`config.mk`:
```
export PLATFORM = sky130hd
export DESIGN_NAME = mc_ctrl
export DESIGN_NICKNAME = d
export VERILOG_FILES = /design/src/rtl/mc_ctrl_pkg.sv /design/src/rtl/mc_decode.sv /design/src/rtl/mc_ctrl.sv
export SDC_FILE = /design/constraint.sdc
export NUM_CORES = 1
export LEC_CHECK = 0
export ABC_CLOCK_PERIOD_IN_PS = 2250
export BUFFER_PORTS_ARGS = -buffer_cell sky130_fd_sc_hd__buf_2
export CAP_MARGIN = 10
export CORE_ASPECT_RATIO = 1.2
export CORE_UTILIZATION = 35
export DETAILED_ROUTE_END_ITERATION = 16
export SLEW_MARGIN = 10
export SYNTH_ARGS = -nofsm -noshare
export SYNTH_HDL_FRONTEND = slang
export SYNTH_SLANG_ARGS = --single-unit
export TNS_END_PERCENT = 30
```
`constraint.sdc`:
```
create_clock -name clk -period 2.25 [get_ports clk]
set_clock_uncertainty 0.05 [all_clocks]
set_input_delay 0.45 -clock clk [delete_from_list [all_inputs] [get_ports clk]]
set_output_delay 0.45 -clock clk [all_outputs]
set_load 0.01 [all_outputs]
```
`src/rtl/mc_ctrl_pkg.sv`:
```
// Shared encodings for the multi-cycle main controller: FSM states, opcodes,
// funct codes and datapath mux/ALU select values.
package mc_defs;

    typedef enum logic [2:0] {
        ST_FETCH  = 3'd0,
        ST_DECODE = 3'd1,
        ST_EXEC   = 3'd2,
        ST_MEM    = 3'd3,
        ST_WB     = 3'd4,
        ST_HALT   = 3'd5
    } state_e;

    localparam logic [5:0] OP_RTYPE = 6'h00;
    localparam logic [5:0] OP_ORI   = 6'h0D;
    localparam logic [5:0] OP_LUI   = 6'h0F;
    localparam logic [5:0] OP_LW    = 6'h23;
    localparam logic [5:0] OP_SW    = 6'h2B;
    localparam logic [5:0] OP_BEQ   = 6'h04;
    localparam logic [5:0] OP_J     = 6'h02;
    localparam logic [5:0] OP_JAL   = 6'h03;

    localparam logic [5:0] FN_ADDU  = 6'h21;
    localparam logic [5:0] FN_SUBU  = 6'h23;
    localparam logic [5:0] FN_JR    = 6'h08;

    localparam logic [1:0] NPC_PC4  = 2'b00;
    localparam logic [1:0] NPC_BR   = 2'b01;
    localparam logic [1:0] NPC_JMP  = 2'b10;
    localparam logic [1:0] NPC_RS   = 2'b11;

    localparam logic [2:0] ALU_ADD  = 3'b000;
    localparam logic [2:0] ALU_SUB  = 3'b001;
    localparam logic [2:0] ALU_OR   = 3'b010;
    localparam logic [2:0] ALU_LUI  = 3'b011;

    localparam logic [1:0] RDST_RT  = 2'b00;
    localparam logic [1:0] RDST_RD  = 2'b01;
    localparam logic [1:0] RDST_RA  = 2'b10;

    localparam logic [1:0] WD_ALU   = 2'b00;
    localparam logic [1:0] WD_DM    = 2'b01;
    localparam logic [1:0] WD_PC    = 2'b10;

endpackage

```
`src/rtl/mc_decode.sv`:
```
// Combinational instruction classifier: opcode/funct to one-hot class flags.
module mc_decode
    import mc_defs::*;
(
    input  logic [5:0] op_i,
    input  logic [5:0] funct_i,
    output logic       is_rtype_alu_o,
    output logic       is_ori_o,
    output logic       is_lui_o,
    output logic       is_lw_o,
    output logic       is_sw_o,
    output logic       is_beq_o,
    output logic       is_j_o,
    output logic       is_jal_o,
    output logic       is_jr_o,
    output logic       is_unknown_o
);

    // Classify opcode, then funct for the R-type group.
    always_comb begin
        is_rtype_alu_o = 1'b0;
        is_ori_o       = 1'b0;
        is_lui_o       = 1'b0;
        is_lw_o        = 1'b0;
        is_sw_o        = 1'b0;
        is_beq_o       = 1'b0;
        is_j_o         = 1'b0;
        is_jal_o       = 1'b0;
        is_jr_o        = 1'b0;
        is_unknown_o   = 1'b0;
        case (op_i)
            OP_RTYPE: begin
                case (funct_i)
                    FN_ADDU, FN_SUBU: is_rtype_alu_o = 1'b1;
                    FN_JR:            is_jr_o        = 1'b1;
                    default:          is_unknown_o   = 1'b1;
                endcase
            end
            OP_ORI:  is_ori_o     = 1'b1;
            OP_LUI:  is_lui_o     = 1'b1;
            OP_LW:   is_lw_o      = 1'b1;
            OP_SW:   is_sw_o      = 1'b1;
            OP_BEQ:  is_beq_o     = 1'b1;
            OP_J:    is_j_o       = 1'b1;
            OP_JAL:  is_jal_o     = 1'b1;
            default: is_unknown_o = 1'b1;
        endcase
    end

endmodule

```
`src/rtl/mc_ctrl.sv`:
```
// Multi-cycle MIPS-subset main controller (FETCH/DECODE/EXEC/MEM/WB).
// Optional MC_ILLEGAL_TRAP_EN: unknown instructions halt and raise illegal.
module mc_ctrl
    import mc_defs::*;
#(
    parameter int CNT_W = 32
) (
    input  logic             clk,
    input  logic             reset,
    input  logic [31:0]      instr,
    input  logic             zero,
    output logic             pc_we,
    output logic             ir_we,
    output logic             grf_we,
    output logic             dm_we,
    output logic [1:0]       npc_sel,
    output logic [2:0]       alu_op,
    output logic             alu_src_b,
    output logic             ext_op,
    output logic [1:0]       reg_dst,
    output logic [1:0]       wd_sel,
    output logic [2:0]       state,
    output logic [CNT_W-1:0] retired,
    output logic             illegal
);

    state_e           state_q, state_d;
    logic [CNT_W-1:0] retired_q, retired_d;
    logic             pc_en_s, ir_en_s, grf_en_s, dm_en_s, retire_s;
    logic             is_rtype_alu_s, is_ori_s, is_lui_s, is_lw_s, is_sw_s;
    logic             is_beq_s, is_j_s, is_jal_s, is_jr_s, is_unknown_s;
    logic             unused_instr_s;

    assign unused_instr_s = ^instr[25:6];

    mc_decode u_decode (
        .op_i           (instr[31:26]),
        .funct_i        (instr[5:0]),
        .is_rtype_alu_o (is_rtype_alu_s),
        .is_ori_o       (is_ori_s),
        .is_lui_o       (is_lui_s),
        .is_lw_o        (is_lw_s),
        .is_sw_o        (is_sw_s),
        .is_beq_o       (is_beq_s),
        .is_j_o         (is_j_s),
        .is_jal_o       (is_jal_s),
        .is_jr_o        (is_jr_s),
        .is_unknown_o   (is_unknown_s)
    );

    // State and retired-instruction counter registers.
    always_ff @(posedge clk) begin
        if (reset) begin
            state_q   <= ST_FETCH;
            retired_q <= '0;
        end else begin
            state_q   <= state_d;
            retired_q <= retired_d;
        end
    end

    // Next-state, write enables, PC and write-back selects.
    always_comb begin
        state_d  = ST_FETCH;
        pc_en_s  = 1'b0;
        ir_en_s  = 1'b0;
        grf_en_s = 1'b0;
        dm_en_s  = 1'b0;
        retire_s = 1'b0;
        npc_sel  = NPC_PC4;
        reg_dst  = RDST_RT;
        wd_sel   = WD_ALU;
        case (state_q)
            ST_FETCH: begin
                ir_en_s = 1'b1;
                pc_en_s = 1'b1;
                state_d = ST_DECODE;
            end
            ST_DECODE: begin
                if (is_j_s || is_jal_s) begin
                    pc_en_s  = 1'b1;
                    npc_sel  = NPC_JMP;
                    grf_en_s = is_jal_s;
                    reg_dst  = is_jal_s ? RDST_RA : RDST_RT;
                    wd_sel   = is_jal_s ? WD_PC : WD_ALU;
                    retire_s = 1'b1;
                end else if (is_jr_s) begin
                    pc_en_s  = 1'b1;
                    npc_sel  = NPC_RS;
                    retire_s = 1'b1;
                end else if (is_unknown_s) begin
`ifdef MC_ILLEGAL_TRAP_EN
                    state_d  = ST_HALT;
`else
                    retire_s = 1'b1;
`endif
                end else begin
                    state_d = ST_EXEC;
                end
            end
            ST_EXEC: begin
                if (is_beq_s) begin
                    pc_en_s  = zero;
                    npc_sel  = NPC_BR;
                    retire_s = 1'b1;
                end else if (is_lw_s || is_sw_s) begin
                    state_d = ST_MEM;
                end else begin
                    state_d = ST_WB;
                end
            end
            ST_MEM: begin
                if (is_sw_s) begin
                    dm_en_s  = 1'b1;
                    retire_s = 1'b1;
                end else begin
                    state_d = ST_WB;
                end
            end
            ST_WB: begin
                grf_en_s = 1'b1;
                retire_s = 1'b1;
                reg_dst  = is_rtype_alu_s ? RDST_RD : RDST_RT;
                wd_sel   = is_lw_s ? WD_DM : WD_ALU;
            end
            ST_HALT: begin
`ifdef MC_ILLEGAL_TRAP_EN
                state_d = ST_HALT;
`else
                state_d = ST_FETCH;
`endif
            end
            default: state_d = ST_FETCH;
        endcase
    end

    // ALU controls follow the instruction class for the whole EXEC..WB span.
    always_comb begin
        alu_op    = ALU_ADD;
        alu_src_b = 1'b0;
        ext_op    = 1'b0;
        if (state_q == ST_EXEC || state_q == ST_MEM || state_q == ST_WB) begin
            if (is_rtype_alu_s) begin
                alu_op = (instr[5:0] == FN_SUBU) ? ALU_SUB : ALU_ADD;
            end else if (is_ori_s || is_lui_s) begin
                alu_op    = is_ori_s ? ALU_OR : ALU_LUI;
                alu_src_b = 1'b1;
            end else if (is_lw_s || is_sw_s) begin
                alu_src_b = 1'b1;
                ext_op    = 1'b1;
            end else if (is_beq_s) begin
                alu_op = ALU_SUB;
            end else begin
                alu_op = ALU_ADD;
            end
        end else begin
            alu_op = ALU_ADD;
        end
    end

    // Counter advances on the cycle that hands control back to FETCH.
    always_comb begin
        if (retire_s) begin
            retired_d = retired_q + CNT_W'(1'b1);
        end else begin
            retired_d = retired_q;
        end
    end

    assign pc_we   = pc_en_s  & ~reset;
    assign ir_we   = ir_en_s  & ~reset;
    assign grf_we  = grf_en_s & ~reset;
    assign dm_we   = dm_en_s  & ~reset;
    assign state   = state_q;
    assign retired = retired_q;
`ifdef MC_ILLEGAL_TRAP_EN
    assign illegal = (state_q == ST_HALT);
`else
    assign illegal = 1'b0;
`endif

endmodule

```
**Yosys cells after proc, flatten, opt, wreduce, memory -nomap -nowiden**

Cells that the tools add are included.

- Add/subtract/negate cells: 1
- Multipliers: 0
- Divide/modulo/power cells: 0
- Order comparisons: 0
- Eq/ne operators: 14
- Shifts and indexed selects: 0
- Muxes and demuxes: 58
- Bitwise operators: 5
- Reductions and logical operators: 10

Operators with widths:

| operator | number |
|---|---|
| 1-bit 2-to-1 mux | 37 |
| 32-bit by 1-bit adder with 32-bit output (second input constant) | 1 |
| 6-bit == test (second input constant) | 4 |
| 6-bit by 4-bit == test with 1-bit output (second input constant) | 3 |
| 2-bit 2-to-1 mux | 9 |
| 6-bit by 2-bit == test with 1-bit output (second input constant) | 2 |
| 3-bit 2-to-1 mux | 4 |
| 2-bit case mux with 2 select lines | 3 |
| 3-bit case mux with 4 select lines | 1 |
| 7-bit OR reduction | 1 |
| 3-bit by 2-bit == test with 1-bit output (second input constant) | 2 |
| 6-bit by 3-bit == test with 1-bit output (second input constant) | 1 |
| 6-bit zero test | 1 |
| 1-bit logical OR | 5 |
| 1-bit AND | 4 |
| 1-bit case mux with 2 select lines | 2 |
| 1-bit case mux with 4 select lines | 1 |
| 3-bit by 1-bit == test with 1-bit output (second input constant) | 1 |
| 3-bit == test (second input constant) | 1 |
| 3-bit zero test | 1 |
| 1-bit case mux with 3 select lines | 1 |
| 3-bit OR reduction | 1 |
| 2-bit OR reduction | 1 |
| 1-bit NOT | 1 |

- Bits in registers: 35
- Bits in latches: 0
- Memory bits (writable): 0
- Memory bits (read-only): 0
- Input bits: 35
- Logic and storage cells: 90
- Memories: 0

**Logic depth before layout (Yosys ltp)**

- Depth in word-level cells: 8
- Mapped depth: 7

**Cells and area by module**

From an unflattened synthesis, not the netlist that was laid out.

- Cell total of the unflattened synthesis: 262
- Area, all modules: 2095.8 um2

By module, submodules not included:

| module | times used | cells each | area an instance (um2) | seq. area each (um2) |
|---|---|---|---|---|
| mc_ctrl | 1 | 234 | 1928.1 | 700.7 |
| mc_decode | 1 | 28 | 167.7 | 0.0 |

**Least setup slack after synthesis**

OpenSTA, ideal clock, no wires.

- Path kind: input -> output
- From: input instr[29]
- To: output grf_we
- Arrival: 1852 ps
- Required time: 1750 ps
- Path slack: -102 ps
- Stages: 5
- Path buffers: 0
- Cells stage by stage: or4_1 nor4b_1 and3_1 nor2_1 nor2_1

- Cells in the longest elaborated chain, start to end: 6

RTL lines:

| what | line | RTL |
|---|---|---|
| from (decl) | mc_ctrl.sv:10 | `input logic [31:0] instr,` |
| 6-bit by 2-bit == test with 1-bit output | mc_decode.sv:31 | `case (op_i)` |
| 1-bit 2-to-1 mux | mc_decode.sv:31 |  |
| 1-bit logical OR | mc_ctrl.sv:80 | `if (is_j_s \|\| is_jal_s) begin` |
| 1-bit 2-to-1 mux * | mc_ctrl.sv:80 |  |
| 1-bit case mux with 2 select lines * | mc_ctrl.sv:73 | `case (state_q)` |
| 1-bit AND * | mc_ctrl.sv:172 | `assign grf_we = grf_en_s & ~reset;` |
| to (decl) | mc_ctrl.sv:14 | `output logic grf_we,` |

Mark *: on every way between the ends. The rest lies on a longest branch, timed or not.

**Final worst setup path**

- From: input instr[29]
- To: output pc_we

- Cells in the longest elaborated chain, start to end: 6

RTL lines:

| what | line | RTL |
|---|---|---|
| 6-bit zero test or 6-bit by 2-bit == test with 1-bit output (tied branches) | mc_decode.sv:31 |  |
| 1-bit 2-to-1 mux | mc_decode.sv:31 |  |
| 1-bit 2-to-1 mux or 1-bit logical OR (tied branches) | mc_ctrl.sv:87, mc_ctrl.sv:80 |  |
| 1-bit 2-to-1 mux | mc_ctrl.sv:80 |  |
| 1-bit case mux with 3 select lines * | mc_ctrl.sv:73 |  |
| 1-bit AND * | mc_ctrl.sv:170 | `assign pc_we = pc_en_s & ~reset;` |
| to (decl) | mc_ctrl.sv:12 | `output logic pc_we,` |

Marks and branches as above.

==> impl_metrics.py <==
metrics = {
    "power_and_ir_drop": {
        "power.switching_w": 0.000337,
        "seqPwrFrac": 0.504,
        "clock_power_share": 0.362,
        "p_comb_frac": 0.134,
        "max-vdd-ir-drop_uv": 224,
        "p_leak_nw": 1.46,
        "swShare": 0.270,
        "p_int_w": 0.000914,
        "p_per_area_nw_per_um2": 376,
    },
    "routing": {
        "ant_nets": 0,
        "first_pass_iters": 4,
        "viasPerCell": 5.14,
        "wirelength_mm": 6.32,
        "vias": 2455,
        "drtIter0Drc": 199,
        "wire_per_inst_um": 13.2,
        "remaining_drc_errors": 0,
    },
    "worst_setup_path": {
        "cp_num_cells": 9,
        "rr_endpoint": "retired[10]",
        "r2r_slack_ns": 0.12,
        "cp_slowest_cell": "and4b_1",
        "arrival_ns": 1.91,
        "startpoint": "instr[29]",
        "critPathLaunchType": "primary input",
        "crit_required_ns": 1.75,
        "worstReg2RegStart": "state[0]",
        "cp_max_fo": 5,
        "cp_top_family": "simple AND/OR/NAND/NOR gates",
        "slowest_delay_ns": 0.35,
        "crit_type": "in -> out",
        "cp_num_buf_inv": 4,
        "reg2reg_depth": 6,
        "path_cells": "buf_6 -> buf_4 -> nor3_1 -> and4b_1 -> buf_4 -> nand2_1 -> a31oi_1 -> or2_4 -> buf_6",
        "end_kind": "primary output",
        "cp-endpoint": "pc_we",
    },
    "floorplan": {
        "io_pins": 86,
        "die-area_um2": 7380,
        "coreArea_um2": 6810,
        "die_w_um": 78.6,
        "num_rows": 33,
        "die_h_um": 93.9,
        "start_util": 0.361,
    },
    "cts": {
        "numCtsBuffers": 5,
        "cts.clk_slew.worst_paths_ns": 0.07,
        "cts_tree": "done",
        "cts-root-buf": "clkbuf_8",
        "ctsHtreeMaxLevel": 2,
        "clock-sinks": 35,
        "cts.path.max_buffers": 2,
        "clk_latency_ns": 0.29,
    },
    "logic_synthesis": {
        "syn_avg_cell_area_um2": 8.46,
        "synth-seq-cells": 35,
        "synth_area_um2": 2460,
        "synth_cells": 291,
        "async_reset_ff_frac": 0,
        "ys_seq_area_frac": 0.285,
        "yosysUniqueCellTypes": 51,
        "synth_edf_count": 0,
        "dominantRegCellSynth": "dfxtp_1",
        "yosysWarnings": 0,
    },
    "finish": {
        "syn_to_final_growth_pct": 35.0,
        "final_layout_size_suffix_gt1_frac": 0.409,
        "fin_nets": 426,
        "diodes": 0,
        "design_area_um2": 3320,
        "fill_cells": 708,
    },
    "sta": {
        "finalSetupViolCount": 8,
        "drv_slew": 0,
        "max_freq_mhz": 415,
        "hold_ws_ns": 0.463,
        "period_minus_slack_ns": 2.41,
        "rsz0062_at_grt": "yes",
        "worst_pin_slew_ns": 0.502,
        "hold_violations": 0,
        "post-route-period-util": 1.07,
        "slew_headroom": 0.662,
        "fin_ws_ns": -0.159,
    },
    "status": {
        "outcome": "finished, violations left",
        "failed_checks": "setup timing",
    },
    "placement": {
        "dpl_cell_area_um2": 3130,
        "place_congestion": 0.877,
        "portBuffers": 63,
        "dp_hpwl_mm": 4.81,
    },
    "global_route": {
        "grt_pass1_wl_mm": 10.1,
        "grt.overflow.total": 0,
        "grt_pass1_vias": 2269,
        "grt_max_degree": 52,
        "grt_usage": 0.172,
        "antenna_found_initial": 0,
    },
    "worst_hold_path": {
        "hp-class": "reg -> reg",
        "min_path_cells": 2,
    },
    "job": {
        "cap_violations": 0,
    },
}
[state kept, by name (all words and copies together), names as in the netlist]
register,flops
state,3
retired,32
[placed cells by master, fill, tap and decap left out, types with 2 or more instances in the layout]
cell type	netlist	routed
a21oi_2	8	8
nor4_4	1	2
buf_4	5	49
nor2b_1	27	27
nand2b_1	2	2
a211oi_1	10	10
nor2_1	44	44
a2111oi_0	3	3
o21ai_0	3	2
a21oi_1	7	7
mux2_1	20	20
nor4_1	3	3
clkbuf_8	0	5
nand4_1	11	11
nor3_1	6	6
or2_2	3	2
mux2_4	8	8
inv_1	5	5
conb_1	1	2
buf_6	0	7
nand2_1	18	18
a22oi_1	2	2
a2111oi_2	5	5
a31oi_1	2	2
nand3_1	15	15
and2_1	2	2
mux2_2	2	2
buf_2	4	57
nand3b_1	3	3
dfxtp_1	35	35
nor4b_1	3	2
[Yosys cell counts (all sizes together), types with 2 or more instances]
cell,count,area [um2]
nand2,19,73.8
or2,3,18.8
and3,2,12.5
nor2,44,165
a211oi,10,75.1
o21ai,3,15.0
a31oi,2,12.5
nand2b,2,12.5
buf,12,101
nor3,6,30.0
a21oi,15,105
nor2b,28,178
mux2,30,368
nand3b,4,42.5
a2111oi,8,101
nand3,15,75.1
dfxtp,35,701
nand4,12,90.1
clkbuf,10,37.5
and2,2,12.5
nor3b,2,20.0
a22oi,2,15.0
nor4b,3,26.3
inv,6,22.5
nor4,5,52.6
[cell families after synthesis]
logic type                 count (synthesis)  share of synthesized area
AOI/OAI and AO/OA                         45                      0.151
adders and majority gates                  1                    0.00508
buffers and inverters                     28                     0.0656
DFF                                       35                      0.285
muxes                                     30                      0.149
other                                      1                    0.00152
and+or+nand+nor                          151                      0.343
[layout make-up]
cell class              count  area [um2]  area share
clock buffers               6        72.6      0.0218
clock inverters             2        12.5     0.00376
inverters                   6        22.5     0.00677
multi-input cells         229        1680       0.504
flip-flops and latches     35         701       0.211
well taps                  87         109      0.0327
repair buffers            113         732       0.220
[what timing repair did]
item,4_1_cts,5_1_grt
setup buffers,2,0
pin swaps,3,7
hold buffers,0,0
resized for setup,13,3
setup endpoints to repair,11,13
[metal layers]
layer | track usage | part of all wire | wire, um | vias up
li1 | - | - | - | 1244
met1 | 0.192 | 0.43 | 2740 | 1140
met2 | 0.320 | 0.51 | 3210 | 61
met3 | 0.0340 | 0.043 | 274 | 10
met4 | 0.0556 | 0.016 | 99 | 0
met5 | 0 | 0 | 0 | -
[through the flow]
stage / setup slack [ns] / power, W / setup TNS, ns / cells / utilization
after floorplan: 0.00572 / 0.000744 / 0 / 292 / -
after global placement: -0.246 / 0.000799 / -6.33 / 468 / 0.460
after detailed placement: -0.265 / 0.000803 / -7.19 / 468 / 0.460
after CTS: -0.206 / 0.00127 / -1.16 / 478 / 0.485
after global routing: -0.241 / 0.00130 / -1.33 / 478 / 0.488
final: -0.159 / 0.00125 / -0.695 / 478 / 0.488
[power groups by stage]
stage	sequential, W	clock (W)	combinational (W)
6_report	0.000630	0.000453	0.000168
5_1_grt	0.000631	0.000490	0.000184
4_1_cts	0.000630	0.000467	0.000169
3_5_place_dp	0.000645	0	0.000159
3_3_place_gp	0.000645	0	0.000155
2_1_floorplan	0.000645	0	0.0000991
[worst min path at each step]
stage	start	to	slack, ns
2_1_floorplan	retired[1]	retired[1]	0.47
4_1_cts	retired[1]	retired[1]	0.47
3_5_place_dp	retired[1]	retired[1]	0.46
3_3_place_gp	retired[1]	retired[1]	0.45
6_report	retired[1]	retired[1]	0.46
5_1_grt	retired[1]	retired[1]	0.50
[worst min-delay path, cell delays in order, from the launching register on]
cell,delay [ns]
dfxtp_1,0.34
nand3_1,0.07
a21oi_1,0.05
(Power assumes the default switching activity.)
